File: config.mk
export PLATFORM = sky130hd
export DESIGN_NAME = fa_serial_ctrl_flat
export DESIGN_NICKNAME = d
export VERILOG_FILES = /design/src/rtl/fa_pkg.sv /design/src/rtl/fa_serial_ctrl_if.sv /design/src/rtl/fa_bit_cell.sv /design/src/rtl/fa_serial_ctrl.sv /design/src/flat_wrapper.sv
export SDC_FILE = /design/constraint.sdc
export NUM_CORES = 1
export LEC_CHECK = 0
export ABC_AREA = 0
export CAP_MARGIN = 30
export CORE_MARGIN = 2
export CORE_UTILIZATION = 45
export DETAILED_ROUTE_END_ITERATION = 8
export GPL_TIMING_DRIVEN = 0
export HOLD_SLACK_MARGIN = 0.08
export PLACE_DENSITY = 0.72
export SETUP_SLACK_MARGIN = 0.3
export SYNTH_ARGS = -nofsm -noshare
export SYNTH_HDL_FRONTEND = slang
export SYNTH_HIERARCHICAL = 1
export SYNTH_SLANG_ARGS = --single-unit
File: constraint.sdc
create_clock -name clk -period 3.8 [get_ports clk]
set_input_delay 0.76 -clock clk [delete_from_list [all_inputs] [get_ports clk]]
set_output_delay 0.76 -clock clk [all_outputs]
set_load 0.02 [all_outputs]
File: src/rtl/fa_pkg.sv
`default_nettype none
// ============================================================================
// Module  : fa_pkg
// Brief   : Shared types and constants for the bit-serial adder controller.
// Revision: 1.0 - initial release
// ============================================================================
package fa_pkg;

    localparam int FA_DEFAULT_WIDTH = 8;

    typedef enum logic [1:0] {
        FA_IDLE = 2'd0,
        FA_RUN  = 2'd1,
        FA_DONE = 2'd2
    } fa_state_t;

endpackage
`default_nettype wire

File: src/rtl/fa_serial_ctrl_if.sv
`default_nettype none
// ============================================================================
// Module  : fa_serial_ctrl_if
// Brief   : Requester-side start/ready/done handshake of the serial adder.
// Revision: 1.0 - initial release
// ============================================================================
interface fa_serial_ctrl_if
    import fa_pkg::*;
#(
    parameter int WIDTH = FA_DEFAULT_WIDTH
);
    logic             start;
    logic [WIDTH-1:0] a;
    logic [WIDTH-1:0] b;
    logic             ci;
    logic             ready;
    logic             busy;
    logic             done;
    logic [WIDTH-1:0] sum;
    logic             co;

    modport master (
        output start, a, b, ci,
        input  ready, busy, done, sum, co
    );

    modport slave (
        input  start, a, b, ci,
        output ready, busy, done, sum, co
    );
endinterface
`default_nettype wire

File: src/rtl/fa_bit_cell.sv
`default_nettype none
// ============================================================================
// Module  : fa_bit_cell
// Brief   : Combinational 1-bit full adder shared by the serial controller.
// Revision: 1.0 - initial release
// ============================================================================
module fa_bit_cell (
    input  wire logic i_a,
    input  wire logic i_b,
    input  wire logic i_ci,
    output logic      o_s,
    output logic      o_co
);
    assign o_s  = i_a ^ i_b ^ i_ci;
    assign o_co = (i_a & i_b) | (i_ci & (i_a ^ i_b));
endmodule
`default_nettype wire

File: src/rtl/fa_serial_ctrl.sv
`default_nettype none
// ============================================================================
// Module  : fa_serial_ctrl
// Brief   : Bit-serial adder controller: LSB-first, one FA cell, WIDTH cycles.
// Revision: 1.0 - initial release
// ============================================================================
module fa_serial_ctrl
    import fa_pkg::*;
#(
    parameter int WIDTH = FA_DEFAULT_WIDTH
) (
    input wire logic         clk,
    input wire logic         rst,
    fa_serial_ctrl_if.slave  bus
);
    localparam int c_CNT_W = (WIDTH > 1) ? $clog2(WIDTH) : 1;

    fa_state_t          r_state;
    fa_state_t          w_next_state;
    logic               w_ready;
    logic               w_busy;
    logic               w_done;
    logic [WIDTH-1:0]   r_a_sh;
    logic [WIDTH-1:0]   r_b_sh;
    logic [WIDTH-1:0]   r_s_sh;
    logic [WIDTH-1:0]   w_s_next;
    logic               r_c;
    logic [c_CNT_W-1:0] r_bit_cnt;
    logic [WIDTH-1:0]   r_sum;
    logic               r_co;
    logic               w_fa_s;
    logic               w_fa_co;
    logic               w_last;

    fa_bit_cell u_cell (
        .i_a  (r_a_sh[0]),
        .i_b  (r_b_sh[0]),
        .i_ci (r_c),
        .o_s  (w_fa_s),
        .o_co (w_fa_co)
    );

    assign w_last = (r_bit_cnt == c_CNT_W'(WIDTH - 1));

    // New sum bit enters at the MSB; a single-bit adder has nothing to shift.
    generate
        if (WIDTH == 1) begin : g_single
            assign w_s_next = w_fa_s;
        end else begin : g_multi
            assign w_s_next = {w_fa_s, r_s_sh[WIDTH-1:1]};
        end
    endgenerate

    always_ff @(posedge clk) begin
        if (rst) begin
            r_state <= FA_IDLE;
        end else begin
            r_state <= w_next_state;
        end
    end

    always_comb begin
        w_next_state = r_state;
        w_ready      = 1'b0;
        w_busy       = 1'b0;
        w_done       = 1'b0;
        case (r_state)
            FA_IDLE: begin
                w_ready = 1'b1;
                if (bus.start) w_next_state = FA_RUN;
            end
            FA_RUN: begin
                w_busy = 1'b1;
                if (w_last) w_next_state = FA_DONE;
            end
            FA_DONE: begin
                w_done       = 1'b1;
                w_next_state = FA_IDLE;
            end
            default: w_next_state = FA_IDLE;
        endcase
    end

    always_ff @(posedge clk) begin
        if (rst) begin
            r_a_sh    <= '0;
            r_b_sh    <= '0;
            r_s_sh    <= '0;
            r_c       <= 1'b0;
            r_bit_cnt <= '0;
            r_sum     <= '0;
            r_co      <= 1'b0;
        end else if (r_state == FA_IDLE) begin
            if (bus.start) begin
                r_a_sh    <= bus.a;
                r_b_sh    <= bus.b;
                r_c       <= bus.ci;
                r_bit_cnt <= '0;
            end
        end else if (r_state == FA_RUN) begin
            r_a_sh    <= r_a_sh >> 1;
            r_b_sh    <= r_b_sh >> 1;
            r_s_sh    <= w_s_next;
            r_c       <= w_fa_co;
            r_bit_cnt <= r_bit_cnt + c_CNT_W'(1);
            // Outputs move only once the whole word is assembled.
            if (w_last) begin
                r_sum <= w_s_next;
                r_co  <= w_fa_co;
            end
        end
    end

    assign bus.ready = w_ready;
    assign bus.busy  = w_busy;
    assign bus.done  = w_done;
    assign bus.sum   = r_sum;
    assign bus.co    = r_co;
endmodule
`default_nettype wire

File: src/flat_wrapper.sv
// flat-port wrapper written by rule: the top's interface ports become plain ports
module fa_serial_ctrl_flat import fa_pkg::*;
#(
    parameter int WIDTH = FA_DEFAULT_WIDTH
)
  (clk, rst, bus_start, bus_a, bus_b, bus_ci, bus_ready, bus_busy, bus_done, bus_sum, bus_co);
  fa_serial_ctrl_if #(.WIDTH(WIDTH)) bus_i ();
  input wire logic clk;
  input wire logic rst;
  input wire logic [$bits(bus_i.start)-1:0] bus_start;
  input wire logic [$bits(bus_i.a)-1:0] bus_a;
  input wire logic [$bits(bus_i.b)-1:0] bus_b;
  input wire logic [$bits(bus_i.ci)-1:0] bus_ci;
  output wire logic [$bits(bus_i.ready)-1:0] bus_ready;
  output wire logic [$bits(bus_i.busy)-1:0] bus_busy;
  output wire logic [$bits(bus_i.done)-1:0] bus_done;
  output wire logic [$bits(bus_i.sum)-1:0] bus_sum;
  output wire logic [$bits(bus_i.co)-1:0] bus_co;
  assign bus_i.start = bus_start;
  assign bus_i.a = bus_a;
  assign bus_i.b = bus_b;
  assign bus_i.ci = bus_ci;
  assign bus_ready = bus_i.ready;
  assign bus_busy = bus_i.busy;
  assign bus_done = bus_i.done;
  assign bus_sum = bus_i.sum;
  assign bus_co = bus_i.co;
  fa_serial_ctrl #(.WIDTH(WIDTH)) u_core (.clk(clk), .rst(rst), .bus(bus_i));
endmodule
==> impl_results.md <==
* Status: completed
* Setup Viol. Count Final at 0
* DIE AREA at 3930 µm²
* Pre-antenna DRT Iters at 4
* Clock skew at between 10 and 15 ps
* Total Wirelength at 3440 µm
* Clock root buffer: clkbuf_4
* Clock-pin slew on the worst setup and hold paths at 130 ps
* RSZ-0062 raised after global routing: false
* Longest Clk Path Bufs at 2
* Flop pwr share at between 50% and 60%
* CTS tree: yes
* Primary FF master, synth: dfxtp_1
* Overflow left after global routing at 0
* Via count at ~1400
* Input/output buffers at 30
* Clock latency on the worst-skew pair at between 300 and 400 ps
* First-pass GRT wire length at between 6000 and 7000 µm
* Critical Path AT at approximately 1900 ps
* Fill count at between 300 and 400
* Post-Layout Cell Count at between 200 and 300
* CTS resizes at 0
* Avg WL per Cell at 13.2 µm
* Post-DRT Antenna Nets at 0
* Drt drc at 0
* Commonest non-fill, non-tap cells in the layout: nand2_1 (43), dfxtp_1 (38), clkdlybuf4s50_1 (30)
* Endpoints failing hold at 0
* H-Tree Depth at 2
* CTS Hold Bufs at 0
* Synth Area per Inst at 8.80 µm²
* Max_slew headroom at a little under three fifths
* Dpl ws at around 1600 ps
* Post-route minimum period at about 2600 ps
* Post-CTS Repair Setup Buffers at 0
* Core Area at around 3300 µm²
* Seq cells post-synth at 38
* Pleak at 0.717 nW
* Global Route Usage Sum at a little under a fifth
* Count of pins over their slew limit at 0
* Starting density of the core at between 40% and 50%
* Share of layout cells above drive strength 1 at a little under a tenth
* Largest net degree at the start of global routing at 14
* Internal power at about 0.0006 W
* Drt via density at between 5 and 6
* Setup ws final at approximately 1200 ps
* Crit path launch type: register
* PwrDens at roughly 400 nW/µm²
* R2R cell count at 6
* Worst-path cell chain: nand2b_1, buf_4, inv_2, buf_6, clkdlybuf4s50_1
* Slew @ Worst Pin at approximately 650 ps
* Hold path depth at 2
* Ports at 32
* Max-cap violation count at 0
* Row count at 21
* GP Congestion at 0.768
* Clk pwr share at about a third
* Post-synth EDFFs at 0
* Asr flop ratio synth at 0%
* Slowest CP cell: clkdlybuf4s50_1
* # clock sinks at 38
* Switching power at just under 0.0002 W
* Final layout net count at between 200 and 250
* Syn Std Cell Area at approximately 1500 µm²
* Syn-to-layout area delta at 28.4%
* Die W at approximately 63 µm
* Slowest cell delay on critical path at 600 ps
* Switching Share at between 20% and 30%
* Post-Syn Instances at about 180
* Via count of the first global-routing pass at between 1000 and 1500
* Commonest non-fill, non-tap cell in the layout: nand2_1
* Final setup TNS at 0 ps
* Cell variety after synth at 26
* Initial antenna violation count at 0
* DP Cell Count at about 250
* Comb pwr share at between 10% and 20%
* Final Power at approximately 0.0008 W
* Post-Syn Nets at 199
* Final period utilization at between 60 and 70%
* CP max FO at 10
* Sequential element share of the synthesized area at between 40% and 50%
* HP Class: register to register
* Max IR drop VDD at approximately 0.18 mV
* Starting DRT DRC Count at 43
* Required time of the critical path at 3040 ps
* DP Wirelength at between 2000 and 3000 µm
* CTS Buf Count at 5
* FMAX at between 0.3 and 0.4 GHz
* Ys Warns at 6
* Overall die height at between 60 and 70 µm
* Critical path class: register to output port
* Final antenna diode count at 0
* Setup crit end kind: output port
per-layer routing:
layer  up-vias  wire length (µm)  global-route usage [%]
met5         -                 0                       0
met1       665              1480                    22.2
met4         0                21                    5.28
li1        682                 -                       -
met3         2               169                    5.23
met2        32              1770                    33.9
through the flow:
step	area, µm²	hold WS (ps)	utilization (%)
final	1990	463	60.1
after global routing	1990	483	60.1
after CTS	1990	463	60.1
after detailed placement	1910	446	57.6
after global placement	1910	443	57.6
after floorplan	1550	432	-
worst max-delay path: cells and delay by family, from the launching register on:
family | cells | cell delay (ps)
DFF | 1 | 380
buffers and inverters | 4 | 980
and+or+nand+nor | 1 | 160
power groups by stage:
stage | clock network [W] | registers, W | logic [W]
2_1_floorplan | 0 | 0.000430 | 0.0000587
3_3_place_gp | 0 | 0.000432 | 0.0000924
3_5_place_dp | 0 | 0.000432 | 0.0000958
4_1_cts | 0.000283 | 0.000424 | 0.0000964
5_1_grt | 0.000306 | 0.000426 | 0.000106
6_report | 0.000277 | 0.000424 | 0.0000965
layout make-up:
cell class              count  area [µm²]  share of cell area [%]
flip-flops and latches     38         761                    38.2
multi-input cells         123         703                    35.3
repair buffers             30         300                    15.1
plain buffers              13        77.6                    3.90
well taps                  46        57.6                    2.89
clock inverters             3        45.0                    2.26
clock buffers               5        37.5                    1.89
inverters                   2        7.51                   0.377
worst paths after layout:
kind	from	endpoint	slack, ps
worst max-delay path	u_core/r_state[1]	bus_busy	1170
worst min-delay path	u_core/bus.sum[6]	u_core/bus.sum[6]	460
worst min register to register	u_core/bus.sum[6]	u_core/bus.sum[6]	460
worst max register to register	u_core/r_bit_cnt[0]	u_core/r_state[0]	2340
cell families (layout without fill, tap and decap cells):
| family | Yosys count | after routing | share of synthesized area, % |
|---|---|---|---|
| AO/OA/AOI/OAI | 52 | 52 | 22.9 |
| buffers and inverters | 15 | 53 | 5.49 |
| AND/OR/NAND/NOR | 67 | 67 | 18.9 |
| adder cells (fa/ha/maj) | 3 | 3 | 2.91 |
| flip-flops | 38 | 38 | 49.1 |
| multiplexers | 1 | 1 | 0.646 |
Yosys cell counts (2+ instances only):
| master | instances | area share [%] |
|---|---|---|
| buf_2 | 2 | 0.65 |
| nor2_1 | 9 | 2.2 |
| nand3_1 | 9 | 2.9 |
| clkbuf_1 | 7 | 1.7 |
| ha_1 | 2 | 1.6 |
| o2bb2ai_1 | 5 | 2.8 |
| nand2_1 | 43 | 10 |
| buf_6 | 3 | 2.2 |
| a22oi_1 | 7 | 3.4 |
| a21oi_1 | 17 | 5.5 |
| a22o_1 | 10 | 5.7 |
| o21ai_0 | 10 | 3.2 |
| dfxtp_1 | 38 | 49 |
| a32oi_1 | 2 | 1.1 |
registers in the layout, indices dropped and copies added, names as in the netlist:
name and count:
u_core/r_state 2, u_core/r_a_sh 8, u_core/bus.sum 8, u_core/bus.co 1, u_core/r_c 1, u_core/r_s_sh 7, u_core/r_b_sh 8, u_core/r_bit_cnt 3
Note: power is estimated with default switching activity, not from simulation.
